==> config.mk <==
export PLATFORM = sky130hd
export DESIGN_NAME = serial_adder_ctrl
export DESIGN_NICKNAME = d
export VERILOG_FILES = /design/src/rtl/serial_adder_ctrl.sv
export SDC_FILE = /design/constraint.sdc
export NUM_CORES = 1
export LEC_CHECK = 0
export CAP_MARGIN = 15
export CORE_ASPECT_RATIO = 0.75
export CORE_MARGIN = 2
export CORE_UTILIZATION = 54
export CTS_BUF_LIST = sky130_fd_sc_hd__clkbuf_16
export CTS_CLUSTER_DIAMETER = 40
export DETAILED_ROUTE_END_ITERATION = 7
export PLACE_DENSITY_LB_ADDON = 0.25
export SLEW_MARGIN = 20
export SYNTH_ARGS = -nofsm -noshare
export SYNTH_HDL_FRONTEND = slang
export SYNTH_SLANG_ARGS = --single-unit
==> constraint.sdc <==
create_clock -name clk -period 1.95 [get_ports clk]
set_input_delay 0.39 -clock clk [delete_from_list [all_inputs] [get_ports clk]]
set_output_delay 0.39 -clock clk [all_outputs]
set_load 0.02 [all_outputs]
==> src/rtl/serial_adder_ctrl.sv <==
// serial_adder_ctrl: bit-serial adder, one bit per clock, LSB first.
// Each bit is a full-add slice made of two half-add steps plus a
// registered carry. Operands are captured on an accepted start. The sum and
// carry-out are registered and held until the next completion or reset.
// Optional: define SERIAL_ADDER_OVF_EN to add the OVF signed-overflow output.
module serial_adder_ctrl #(
  parameter int WIDTH = 8
) (
  input  logic             clk,
  input  logic             rst,
  input  logic             start,
  input  logic [WIDTH-1:0] A,
  input  logic [WIDTH-1:0] B,
  output logic             busy,
  output logic             done,
  output logic [WIDTH-1:0] S,
  output logic             COUT
`ifdef SERIAL_ADDER_OVF_EN
  ,
  output logic             OVF
`endif
);

  localparam int CNT_W = $clog2(WIDTH + 1);

  typedef enum logic [1:0] {
    IDLE = 2'd0,
    RUN  = 2'd1,
    DONE = 2'd2
  } state_t;

  state_t           r_state;
  state_t           w_next;
  logic [CNT_W-1:0] r_cnt;
  logic [WIDTH-1:0] r_a_sr;
  logic [WIDTH-1:0] r_b_sr;
  logic [WIDTH-1:0] r_sum_sr;
  logic             r_carry;
  logic [WIDTH-1:0] r_s;
  logic             r_cout;

  logic             w_accept;
  logic             w_last;
  logic             w_h1;
  logic             w_c1;
  logic             w_sbit;
  logic             w_c2;
  logic             w_carry_nxt;

  // Half-adder sum
  function automatic logic ha_sum(input logic x, input logic y);
    return x ^ y;
  endfunction

  // Half-adder carry
  function automatic logic ha_carry(input logic x, input logic y);
    return x & y;
  endfunction

  // Full-add slice: first half-add on the operand bits, second half-add
  // folds in the registered carry.
  assign w_h1        = ha_sum(r_a_sr[0], r_b_sr[0]);
  assign w_c1        = ha_carry(r_a_sr[0], r_b_sr[0]);
  assign w_sbit      = ha_sum(w_h1, r_carry);
  assign w_c2        = ha_carry(w_h1, r_carry);
  assign w_carry_nxt = w_c1 | w_c2;

  assign w_accept = start && ((r_state == IDLE) || (r_state == DONE));
  assign w_last   = (r_cnt == CNT_W'(WIDTH - 1));

  // State register
  always_ff @(posedge clk) begin
    if (rst) r_state <= IDLE;
    else     r_state <= w_next;
  end

  // Next-state and status outputs; start is only honoured outside RUN
  always_comb begin
    w_next = r_state;
    busy   = 1'b0;
    done   = 1'b0;
    unique case (r_state)
      IDLE: begin
        if (start) w_next = RUN;
      end
      RUN: begin
        busy = 1'b1;
        if (w_last) w_next = DONE;
      end
      DONE: begin
        done = 1'b1;
        if (start) w_next = RUN;
        else       w_next = IDLE;
      end
      default: w_next = IDLE;
    endcase
  end

  // Serial datapath: load on accept, one bit per RUN edge, publish on last bit
  always_ff @(posedge clk) begin
    if (rst) begin
      r_cnt    <= '0;
      r_a_sr   <= '0;
      r_b_sr   <= '0;
      r_sum_sr <= '0;
      r_carry  <= 1'b0;
      r_s      <= '0;
      r_cout   <= 1'b0;
    end else if (w_accept) begin
      r_a_sr   <= A;
      r_b_sr   <= B;
      r_sum_sr <= '0;
      r_carry  <= 1'b0;
      r_cnt    <= '0;
    end else if (r_state == RUN) begin
      r_a_sr   <= r_a_sr >> 1;
      r_b_sr   <= r_b_sr >> 1;
      r_sum_sr <= {w_sbit, r_sum_sr[WIDTH-1:1]};
      r_carry  <= w_carry_nxt;
      r_cnt    <= r_cnt + CNT_W'(1);
      if (w_last) begin
        r_s    <= {w_sbit, r_sum_sr[WIDTH-1:1]};
        r_cout <= w_carry_nxt;
      end
    end
  end

  assign S    = r_s;
  assign COUT = r_cout;

`ifdef SERIAL_ADDER_OVF_EN
  logic r_ovf;

  // Signed overflow: carry into the MSB slice differs from carry out of it
  always_ff @(posedge clk) begin
    if (rst) begin
      r_ovf <= 1'b0;
    end else if ((r_state == RUN) && !w_accept && w_last) begin
      r_ovf <= r_carry ^ w_carry_nxt;
    end
  end

  assign OVF = r_ovf;
`endif

endmodule

==> results.txt, run 1 <==
- Status: finished, final reports clean
- Gr usage total: 23.6%
- In the final layout, the share of cells above drive strength 1 is a little under 6%.
- The initial utilization of the core area, before any placement, comes to between 50% and 60%.
- Clk slew on worst S/H paths: ~0.060 ns
- In the final design database the tool counted between 200 and 250 nets.
- Async set-or-reset flop fraction in the synthesized netlist: 0%
- The initial antenna violation count was 0.
- Share of synthesized area occupied by flip-flops and latches: about half
- Final HPWL DP: about 2.2 mm
- Data on the critical path is required at its endpoint by roughly 1.6 ns.
- Pin count of the biggest net entering global routing: 29
- Summed over all layers, the global routing overflow is 0.
- Post-CTS timing repair inserted 0 buffers for setup.
- Final worst path period need: between 1.5 and 2 ns
- Pins over their slew limit: 0
- The synthesized design spends more area on one cell type than any other, namely dfxtp_1.
- On the final layout, the worst clock skew is roughly 0.0057 ns.
- TritonRoute pass-1 iters: 4
- Headroom to the max-slew limit came out at roughly 73%.
- Number of DRC violations after detailed routing: 0
* Final antenna-violating net count: 0
- Setup repair after global routing left no endpoint under its margin.
- Final worst-path cycle share: between 90% and 100%
- The final hold violation count is 0.
- For the worst-skew pair, the clock arrives at the later sink with an insertion delay of between 0.2 and 0.3 ns.
- Measured along the y axis, the die boundary spans roughly 50 microns.
- Yosys cell types: 28
- Number of nets in the synthesized netlist: 200
- Post-synth top area share: between 50% and 60%
- Area grow syn2layout: 28.4%
* Vias in the first global route: 1391
- Data arrives at the worst endpoint at 1.42 ns.
- After detailed routing, the average wire length per cell comes to approximately 14 microns.
- Port Buffers: 29
- Post-Synthesis Cells: roughly 180
- Post-synthesis instance area: ~1500 sq um
- Buf/Inv on CP: 2
- Transition time of the tightest slew-check pin: between 0.4 and 0.5 ns
- Synth cell count leaders: nand2_1 (42), dfxtp_1 (39), nor3_1 (20), a21oi_1 (15), mux2i_1 (10)
- On the worst path, the slowest cell contributes a delay of about 0.6 ns.
- Summed over all layers, the routed wires come to 3.42 mm.
- The detailed router finished its first iteration with 55 violations.
* Standard cell core area: ~2700 sq um
- Number of buffers created by CTS: 5
- The number of antenna diodes in the final layout is 0.
- Ratio of total power to cell area: 900 nW/um^2
- Count of synthesis-stage warnings from yosys: 0
- Number of vias in the routed layout: ~1400
- Walking the worst path, the cells encountered are nand2b_1 -> clkinv_1 -> clkdlybuf4s50_1.
* TritonCTS clock tree: done
- Total Power: between 1.5 and 2 mW
- The worst setup path is captured at an output port.
- By startpoint and endpoint, the worst setup path is classified as reg -> out.
- Across the VDD grid, the largest voltage drop is 0.618 mV.
- Classification of the worst-slack hold path: reg -> reg
- Most repeated cell in the gate-level netlist after synthesis: nand2_1
* Leading register cell type out of synthesis: dfxtp_1
* Hold buffers post-CTS: 0
* Synthesis-stage register bit count: 39
* Number of buffers on the longest clock path: 2
- The tree built by TritonCTS fans out to 39 sinks.
* Startpoint Class: flip-flop
* Setup Viol. Count Final: 0
- Pin placement for this block handled 30 I/O pins.
- CTS built an H-tree with a depth of 2.
- Post-Synthesis Mean Instance Area: about 8.7 sq um
* Gate family responsible for the most delay along the worst path: buffers and inverters
- Global-route wire length before repair: 6.01 mm
* Maximum clock frequency: 554 MHz
- By area the synthesized netlist is led by dfxtp_1 (50%), nand2_1 (10%), mux2i_1 (6.5%).
* Chip width: around 66 microns
- Number of placement rows: 16
- Once the clock tree was built, the resizer swapped 0 gates to a different size.
- Leakage Power: slightly below 0.7 nW
- The cell sitting at the root of the clock tree is a clkbuf_16.
- After detailed routing, the number of vias per cell comes to roughly 5.6.
- The synthesized design contains 0 enable-type register cells.
* Biggest fanout along the worst timing path: 3
* Number of max-cap violations: 0
- Library cell contributing the largest single delay on the critical path: clkdlybuf4s50_1
- Routability-driven placement finished with a final weighted congestion of approximately 0.72.
* Fin Setup TNS: 0 ns
* Die Footprint: around 3300 sq um
==> cells in the final DEF (no fill, tap or decap), types with 3 or more instances in the layout <==
cell / instances
a21oi_1: 15
dfxtp_1: 39
nor3_1: 20
clkinv_1: 3
nand2_1: 42
nand3_1: 5
clkbuf_16: 5
buf_4: 6
o21ai_0: 3
nor2_1: 3
o22ai_1: 9
mux2i_1: 10
a22oi_1: 3
clkdlybuf4s50_1: 29
==> cells by family after synthesis <==
kind of cell	share of synthesized area, %
AOI/OAI and AO/OA	11.7
xor gates and xnor gates	1.13
adders and majority gates	2.10
buffers and inverters	5.41
DFF	50.4
muxes	6.46
and+or+nand+nor	22.8
==> power by group <==
part	leakage (nW)	internal, mW	switching (mW)
Combinational	0.303	0.0886	0.103
Clock	0.0701	0.459	0.284
Sequential	0.318	0.833	0.0217
Total	0.691	1.38	0.409
==> state kept, by name, indices dropped and copies added, names as in the netlist <==
register,count
COUT,1
S,8
r_a_sr,8
r_b_sr,8
r_carry,1
r_cnt,4
r_state,2
r_sum_sr,7
==> metrics by stage <==
step                      hold WS (ns)  cells  utilization (%)  cell area [sq um]  setup WS [ns]
after floorplan                  0.435    179                -               1550          0.725
after global placement           0.443    236             69.6               1850          0.343
after detailed placement         0.446    236             69.6               1850          0.238
after CTS                        0.462    244             74.7               1990          0.135
after global routing             0.480    244             74.7               1990         0.0693
final                            0.457    244             74.7               1990          0.144
==> final timing paths <==
check,start,endpoint,slack (ns),cells after the start
setup reg to reg,r_cnt[0],S[1],0.53,4
hold / removal,S[6],S[6],0.46,2
setup / recovery,r_state[1],busy,0.14,3
hold reg to reg,S[6],S[6],0.46,2
==> worst register-to-register path, cell delays in order, from the launching register on <==
cell	delay, ns
dfxtp_1	0.38
ha_1	0.20
nand3b_1	0.19
nor2_4	0.34
mux2i_1	0.24
==> layer usage <==
layer  vias up  wire [microns]  global-route usage, %
met3         7             119                   5.38
met5         -               0                      0
met2        25            1720                   41.9
met4         0              35                   9.38
li1        669               -                      -
met1       663            1550                   27.5
==> area by class of cell <==
class / count / area (sq um)
sequential: 39 / 781
clock inverter: 3 / 11.3
timing repair buffer: 35 / 335
multi-input combinational: 124 / 684
tap: 36 / 45.0
inverter: 2 / 7.51
clock buffer: 5 / 125
fill: 197 / 673
No activity file was read; power rests on OpenSTA's default activity.
==> inputs of run 2 (changes only) <==
--- a/config.mk
+++ b/config.mk
@@ -12,6 +12,8 @@
 export CTS_BUF_LIST = sky130_fd_sc_hd__clkbuf_16
 export CTS_CLUSTER_DIAMETER = 40
 export DETAILED_ROUTE_END_ITERATION = 7
+export HOLD_SLACK_MARGIN = 0.06
+export MAX_ROUTING_LAYER = met4
 export PLACE_DENSITY_LB_ADDON = 0.25
 export SLEW_MARGIN = 20
 export SYNTH_ARGS = -nofsm -noshare
==> run 2 against run 1 <==
  * Utilization stayed put
  * Sequential power hardly changed
  * Combinational power hardly changed
  * Clock power is essentially flat
  * First-iteration DRC count decreased by 1.8%
  * Register-to-register slack hardly changed
  * Non-clock buffer count unchanged
  * Critical path depth unchanged
  * Clock skew is essentially flat
  * Flip-flop and latch count unchanged
  * Setup slack worse by 0.0021 ns
  * Wire length grew 1.3%
  * Largest power group unchanged
==> results.txt, run 2 (synthesized netlist as in run 1, its figures left out) <==
- Status: finished, final reports clean (unchanged).
- Worst R2R Setup Slack: 0.53 ns (about the same)
* Placed standard-cell area: 1850 sq um (unchanged)
- R2r worst-path depth: 4 (unchanged)
- Transition time of the tightest slew-check pin: 0.398 ns (was 0.401 ns)
- RSZ-0062 raised after global routing: false (unchanged)
- Num ports: 30 (unchanged)
- The number of iterations in the first detailed-routing pass came to 4 (unchanged).
- Startpoint Class: flip-flop (unchanged)
- The largest stage delay on the critical path was 0.59 ns (about the same).
- Met1 global-route usage: 27.9% (was 27.5%)
- Die Footprint: 3320 sq um (unchanged)
* Cells on Worst Hold Path: 2 (unchanged)
* Most frequent standard cell in the layout excluding fill and tap cells: nand2_1 (unchanged)
* Number of placement rows: 16 (unchanged)
- Initial core utilization: 58.2% (unchanged)
* Number of buffers on the longest clock path: 2 (unchanged)
- The final setup skew is 0.00552 ns (was 0.00570 ns).
* Number of vias in the routed layout: 1361 (was 1364)
- Global route hottest layer: met2 (unchanged)
- The end of the worst hold path is S[6] (unchanged).
- Number of antenna violations at the first check in global routing: 0 (unchanged)
- The proportion of power drawn by combinational gates was 10.8% (was 10.7%).
- The buffer cell driving the clock tree root is clkbuf_16 (unchanged).
- Endpoints failing hold: 0 (unchanged)
- Global routing usage on met2: 41.8% (was 41.9%)
* Hold buffers post-CTS: 0 (unchanged)
- The layout cell share with drive strength beyond 1 came to 5.77% (unchanged).
- Gr usage total: 24.3% (was 23.6%)
- Clock insertion delay at the later pin of the skew report: 0.27 ns (about the same)
* Global-route wire length before repair: 6.01 mm (unchanged)
- Post-CTS Setup Bufs: 0 (unchanged)
- Port Buffers: 29 (unchanged)
- The end of the worst register-to-register path was S[1] (unchanged).
- The launching point of the worst reg2reg path is r_cnt[0] (unchanged).
- Arrival @ worst endpoint: 1.42 ns (about the same)
- Clock network fraction of design power: 41.5% (was 41.6%)
- Height of the chip: 50.4 microns (unchanged)
- The post-cts gate resize count is 0 (unchanged).
* Number of buffers created by CTS: 5 (unchanged)
* Maximum clock frequency: 553 MHz (was 554 MHz)
- CTS H-Tree Depth: 2 (unchanged)
- Buf/Inv on CP: 2 (unchanged)
- Clock sink total: 39 (unchanged)
* Hold Crit Start: S[6] (unchanged)
- The final weighted congestion in routability-driven placement was 0.723 (was 0.715).
- The setup violation total in the final timing report came to 0 (unchanged).
- The top fanout value on the critical path came to 3 (unchanged).
- Pins over their slew limit: 0 (unchanged)
- The area added between synthesis and finish came to 28.4% (unchanged).
- Ant diodes: 0 (unchanged)
- The count of nets after finishing is 228 (unchanged).
- The HPWL after detailed placement is 2.19 mm (unchanged).
* Pin count of the biggest net entering global routing: 29 (unchanged)
- Vias in the first global route: 1389 (was 1391)
- The internal power contribution came to 1.38 mW (about the same).
* Classification of the worst-slack hold path: reg -> reg (unchanged)
* Slew headroom: 73.4% (was 73.2%)
- Cell-by-cell listing of the critical path: nand2b_1 -> clkinv_1 -> clkdlybuf4s50_1 (unchanged)
* Drt first-iter violations: 54 (was 55)
- Gate family responsible for the most delay along the worst path: buffers and inverters (unchanged)
* Cell area after layout: 1990 sq um (unchanged)
* Filler cell count: 197 (unchanged)
- Number of DRC violations after detailed routing: 0 (unchanged)
- The clock-pin slew reported for the worst setup and hold paths after clock tree synthesis is 0.06 ns (about the same).
- Final worst-path cycle share: 92.7% (was 92.6%)
- The ratio of total power to cell area was 899 nW/um^2 (was 900 nW/um^2).
* Commonest cells after routing, fill and taps aside: nand2_1 (42), dfxtp_1 (39), clkdlybuf4s50_1 (29) (unchanged)
- Number of vias per cell: 5.58 (was 5.59)
- Leakage Power: 0.691 nW (unchanged)
* Fin Setup TNS: 0 ns (unchanged)
* Sum of routed wire length over all layers: 3.47 mm (was 3.42 mm)
- The number of max-cap violations was 0 (unchanged).
- The required arrival time at the worst endpoint came to 1.56 ns (about the same).
- Worst voltage drop across the vdd grid: 0.617 mV (was 0.618 mV)
* Final antenna-violating net count: 0 (unchanged)
- Library cell contributing the largest single delay on the critical path: clkdlybuf4s50_1 (unchanged)
* Worst Setup End Kind: output port (unchanged)
- The CTS tree is done (unchanged).
- The final critical-path required period was 1.81 ns (about the same).
- The met3 track utilization from global routing was 5.16% (was 5.38%).
- The critical path class is reg -> out (unchanged).
* Chip width: 65.8 microns (unchanged)
- The sequential share of power is 47.7% (about the same).
* Overall overflow remaining after global route: 0 (unchanged)
- The reported net switching power came to 0.409 mW (about the same).
- Standard cell core area: 2660 sq um (unchanged)
- The routed length per placed instance came to 14.2 microns (was 14.0 microns).
- The fraction of power spent switching nets is 22.8% (was 22.9%).
==> run 2: cell counts in the layout (fill, tap and decap cells not counted) <==
Identical to the previous run, type by type.
==> run 2: power groups by stage <==
stage	Clock, mW	Sequential [mW]	Combinational [mW]
after floorplan	0	0.865	0.127
after global placement	0	0.868	0.181
after detailed placement	0	0.870	0.189
after CTS	0.758	0.853	0.192
after global routing	0.782	0.859	0.211
final	0.743	0.854	0.192
==> run 2: final cells by class <==
cell class / count / area (sq um) / share of cell area [%]
timing repair buffer: 35 / 335 / 16.9
tap: 36 / 45.0 / 2.26
clock buffer: 5 / 125 / 6.29
sequential: 39 / 781 / 39.2
clock inverter: 3 / 11.3 / 0.566
multi-input combinational: 124 / 684 / 34.4
inverter: 2 / 7.51 / 0.377
==> run 2: how the worst max path moves through the flow <==
stage	to	slack [ns]	cells after the start	from
finish	busy	0.14	3	r_state[1]
CTS	busy	0.13	3	r_state[0]
detailed placement	r_sum_sr[6]	0.24	4	start
floorplan	busy	0.73	3	r_state[1]
global route	busy	0.07	3	r_state[0]
global placement	r_cnt[0]	0.34	4	start
==> run 2: worst reg2reg max path, cell delays in order (launching register included) <==
cell and delay (ns):
dfxtp_1 0.38, ha_1 0.20, nand3b_1 0.19, nor2_4 0.34, mux2i_1 0.24
==> run 2: through the flow <==
stage / std cells / setup slack, ns / hold slack, ns / util [%] / power [mW]
2_1_floorplan: 179 / 0.725 / 0.435 / - / 0.992
3_5_place_dp: 236 / 0.238 / 0.446 / 69.6 / 1.06
4_1_cts: 244 / 0.135 / 0.462 / 74.7 / 1.80
6_report: 244 / 0.142 / 0.457 / 74.7 / 1.79
5_1_grt: 244 / 0.0693 / 0.480 / 74.7 / 1.85
3_3_place_gp: 236 / 0.343 / 0.443 / 69.6 / 1.05
==> run 2: per-layer routing <==
layer	vias up	share of wire [%]
li1	669	-
met1	659	44
met3	5	4.3
met4	0	0.81
met5	-	0
met2	28	51
==> inputs of run 3 (changes only) <==
--- a/config.mk
+++ b/config.mk
@@ -7,7 +7,6 @@
 export LEC_CHECK = 0
 export CAP_MARGIN = 15
 export CORE_ASPECT_RATIO = 0.75
-export CORE_MARGIN = 2
 export CORE_UTILIZATION = 54
 export CTS_BUF_LIST = sky130_fd_sc_hd__clkbuf_16
 export CTS_CLUSTER_DIAMETER = 40
==> run 3 against run 2 <==
  * Wire length decreased by 2.9%
  * Non-clock buffer count unchanged
  * Final area barely moved
  * Fmax rose by 0.39%
  * Utilization is essentially flat
  * Critical path depth is the same
  * Via count rose by 0.51%
  * Global-route usage increased by 0.99 points
  * First-iteration DRC count is 63% higher
  * Largest cell class unchanged
==> results.txt, run 3 (synthesized netlist as in run 1, its figures left out) <==
* Biggest fanout along the worst timing path: 3 (unchanged)
- Weighted congestion at the end of routability-driven global placement: 0.754 (was 0.723)
- The number of sinks driven by the clock tree was 39 (unchanged).
* Clk slew on worst S/H paths: 0.06 ns (about the same)
- Pins over their slew limit: 0 (unchanged)
- Core utilization of the finished layout: 74.8% (was 74.7%)
- Overall overflow remaining after global route: 0 (unchanged)
- Final HPWL DP: 2.14 mm (was 2.19 mm)
* Vias in the first global route: 1362 (was 1389)
* Cell-by-cell listing of the critical path: nand2b_1 -> clkinv_1 -> clkdlybuf4s50_1 (unchanged)
- The via-per-instance ratio was 5.61 (was 5.58).
- The post-cts gate resize count was 0 (unchanged).
* TritonCTS clock tree: done (unchanged)
- The final critical-path required period came to 1.80 ns (was 1.81 ns).
* Maximum clock frequency: 555 MHz (was 553 MHz)
* Final worst-path cycle share: 92.3% (was 92.7%)
- The number of nets with antenna violations after detailed routing was 0 (unchanged).
- The filler cell count in the final layout is 197 (unchanged).
- Initial core utilization: 58.2% (unchanged)
* Number of buffers created by CTS: 5 (unchanged)
- The buffer cell driving the clock tree root was clkbuf_16 (unchanged).
* RSZ-0062 raised after global routing: false (unchanged)
* Multi-input gate area: 684 sq um (unchanged)
* Most frequent standard cell in the layout excluding fill and tap cells: nand2_1 (unchanged)
- The critical path buffer and inverter count was 2 (unchanged).
* Fin Setup TNS: 0 ns (unchanged)
* Number of buffers on the longest clock path: 2 (unchanged)
- Proportion of layout cells with a drive suffix above 1: 6.25% (was 5.77%)
* Clock insertion delay at the later pin of the skew report: 0.28 ns (was 0.27 ns)
* Num ports: 30 (unchanged)
- The cell area after placement is 1850 sq um (unchanged).
* Leakage Power: 0.697 nW (was 0.691 nW)
* Largest stage delay, worst path: 0.60 ns (was 0.59 ns)
* Gr usage total: 25.3% (was 24.3%)
* Post-CTS Setup Bufs: 0 (unchanged)
- Ant diodes: 0 (unchanged)
- Number of vias in the routed layout: 1368 (was 1361)
- Hold buffers post-CTS: 0 (unchanged)
- The routed length per placed instance is 13.8 microns (was 14.2 microns).
- Drt first-iter violations: 88 (was 54)
* Category of the most critical setup path: reg -> out (unchanged)
- Transition time of the tightest slew-check pin: 0.399 ns (was 0.398 ns)
- Worst clock skew: 0.00822 ns (was 0.00552 ns)
* Number of antenna violations at the first check in global routing: 0 (unchanged)
* Library cell contributing the largest single delay on the critical path: clkdlybuf4s50_1 (unchanged)
* Arrival @ worst endpoint: 1.41 ns (was 1.42 ns)
* Slew headroom: 73.4% (about the same)
- The peak supply drop is 0.562 mV (was 0.617 mV).
- The worst min-delay path class is reg -> reg (unchanged).
- The area of the placeable core was 2660 sq um (unchanged).
* CTS H-Tree Depth: 2 (unchanged)
* Sum of routed wire length over all layers: 3.37 mm (was 3.47 mm)
- Endpoint required time on the critical path: 1.56 ns (about the same)
- The residual DRC count was 0 (unchanged).
- Total placed cells including tap cells: 236 (unchanged)
* Startpoint Class: flip-flop (unchanged)
- The number of max-cap violations is 0 (unchanged).
- Total Power: 1.80 mW (was 1.79 mW)
* Gate family responsible for the most delay along the worst path: buffers and inverters (unchanged)
- The post-route cell area was 1990 sq um (about the same).
* Final #Nets: 228 (unchanged)
- Status: finished, final reports clean (unchanged).
- The area of the die was 3090 sq um (was 3320 sq um).
- The kind of end point of the critical path is an output port (unchanged).
- The number of iterations in the first detailed-routing pass was 4 (unchanged).
* Port Buffers: 29 (unchanged)
* Total area of sequential cells: 781 sq um (unchanged)
- Commonest cells after routing, fill and taps aside: nand2_1 (42), dfxtp_1 (39), clkdlybuf4s50_1 (29) (unchanged)
- Height of the chip: 48.4 microns (was 50.4 microns)
- Chip width: 63.8 microns (was 65.8 microns)
- Pin count of the biggest net entering global routing: 29 (unchanged)
* Area grow syn2layout: 28.5% (was 28.4%)
* Number of standard cells in the final layout excluding fillers: 244 (unchanged)
* Ratio of total power to cell area: 906 nW/um^2 (was 899 nW/um^2)
* Setup Viol. Count Final: 0 (unchanged)
- The standard-cell row count is 16 (unchanged).
- The final hold violation count is 0 (unchanged).
* Global-route wire length before repair: 5.82 mm (was 6.01 mm)
==> run 3: worst paths after layout <==
check	cells past startpoint	slack, ns	from	to
hold reg to reg	2	0.46	S[3]	S[3]
setup reg to reg	4	0.57	r_cnt[0]	S[2]
hold / removal	2	0.46	S[3]	S[3]
setup / recovery	3	0.15	r_state[1]	busy
==> run 3: tightest hold or removal path, stage by stage, from the launching register on <==
cell,delay [ns]
dfxtp_1,0.30
nand2_1,0.05
mux2i_1,0.05
==> run 3: layout make-up <==
| cell class | instances | share of cell area, % |
|---|---|---|
| inverters | 2 | 0.377 |
| well taps | 36 | 2.26 |
| clock inverters | 3 | 0.629 |
| multi-input cells | 124 | 34.4 |
| clock buffers | 5 | 6.29 |
| flip-flops and latches | 39 | 39.2 |
| repair buffers | 35 | 16.8 |
==> run 3: power by group <==
part	internal, mW	switching [mW]
Clock	0.462	0.296
Sequential	0.833	0.0222
Combinational	0.0887	0.103
Total	1.38	0.421
==> run 3: per-layer routing <==
layer  part of all wire, %  GRT usage (%)  vias up
met2                    52           44.0       35
met5                     0              -        -
met3                   4.7           9.67        2
met1                    43           26.7      658
li1                      -              -      673
met4                  0.39           7.20        0
==> run 3: stage by stage <==
| step | hold slack (ns) | setup WS [ns] |
|---|---|---|
| after floorplan | 0.435 | 0.725 |
| after global placement | 0.443 | 0.368 |
| final | 0.457 | 0.149 |
| after detailed placement | 0.453 | 0.333 |
| after CTS | 0.461 | 0.143 |
| after global routing | 0.486 | 0.0802 |
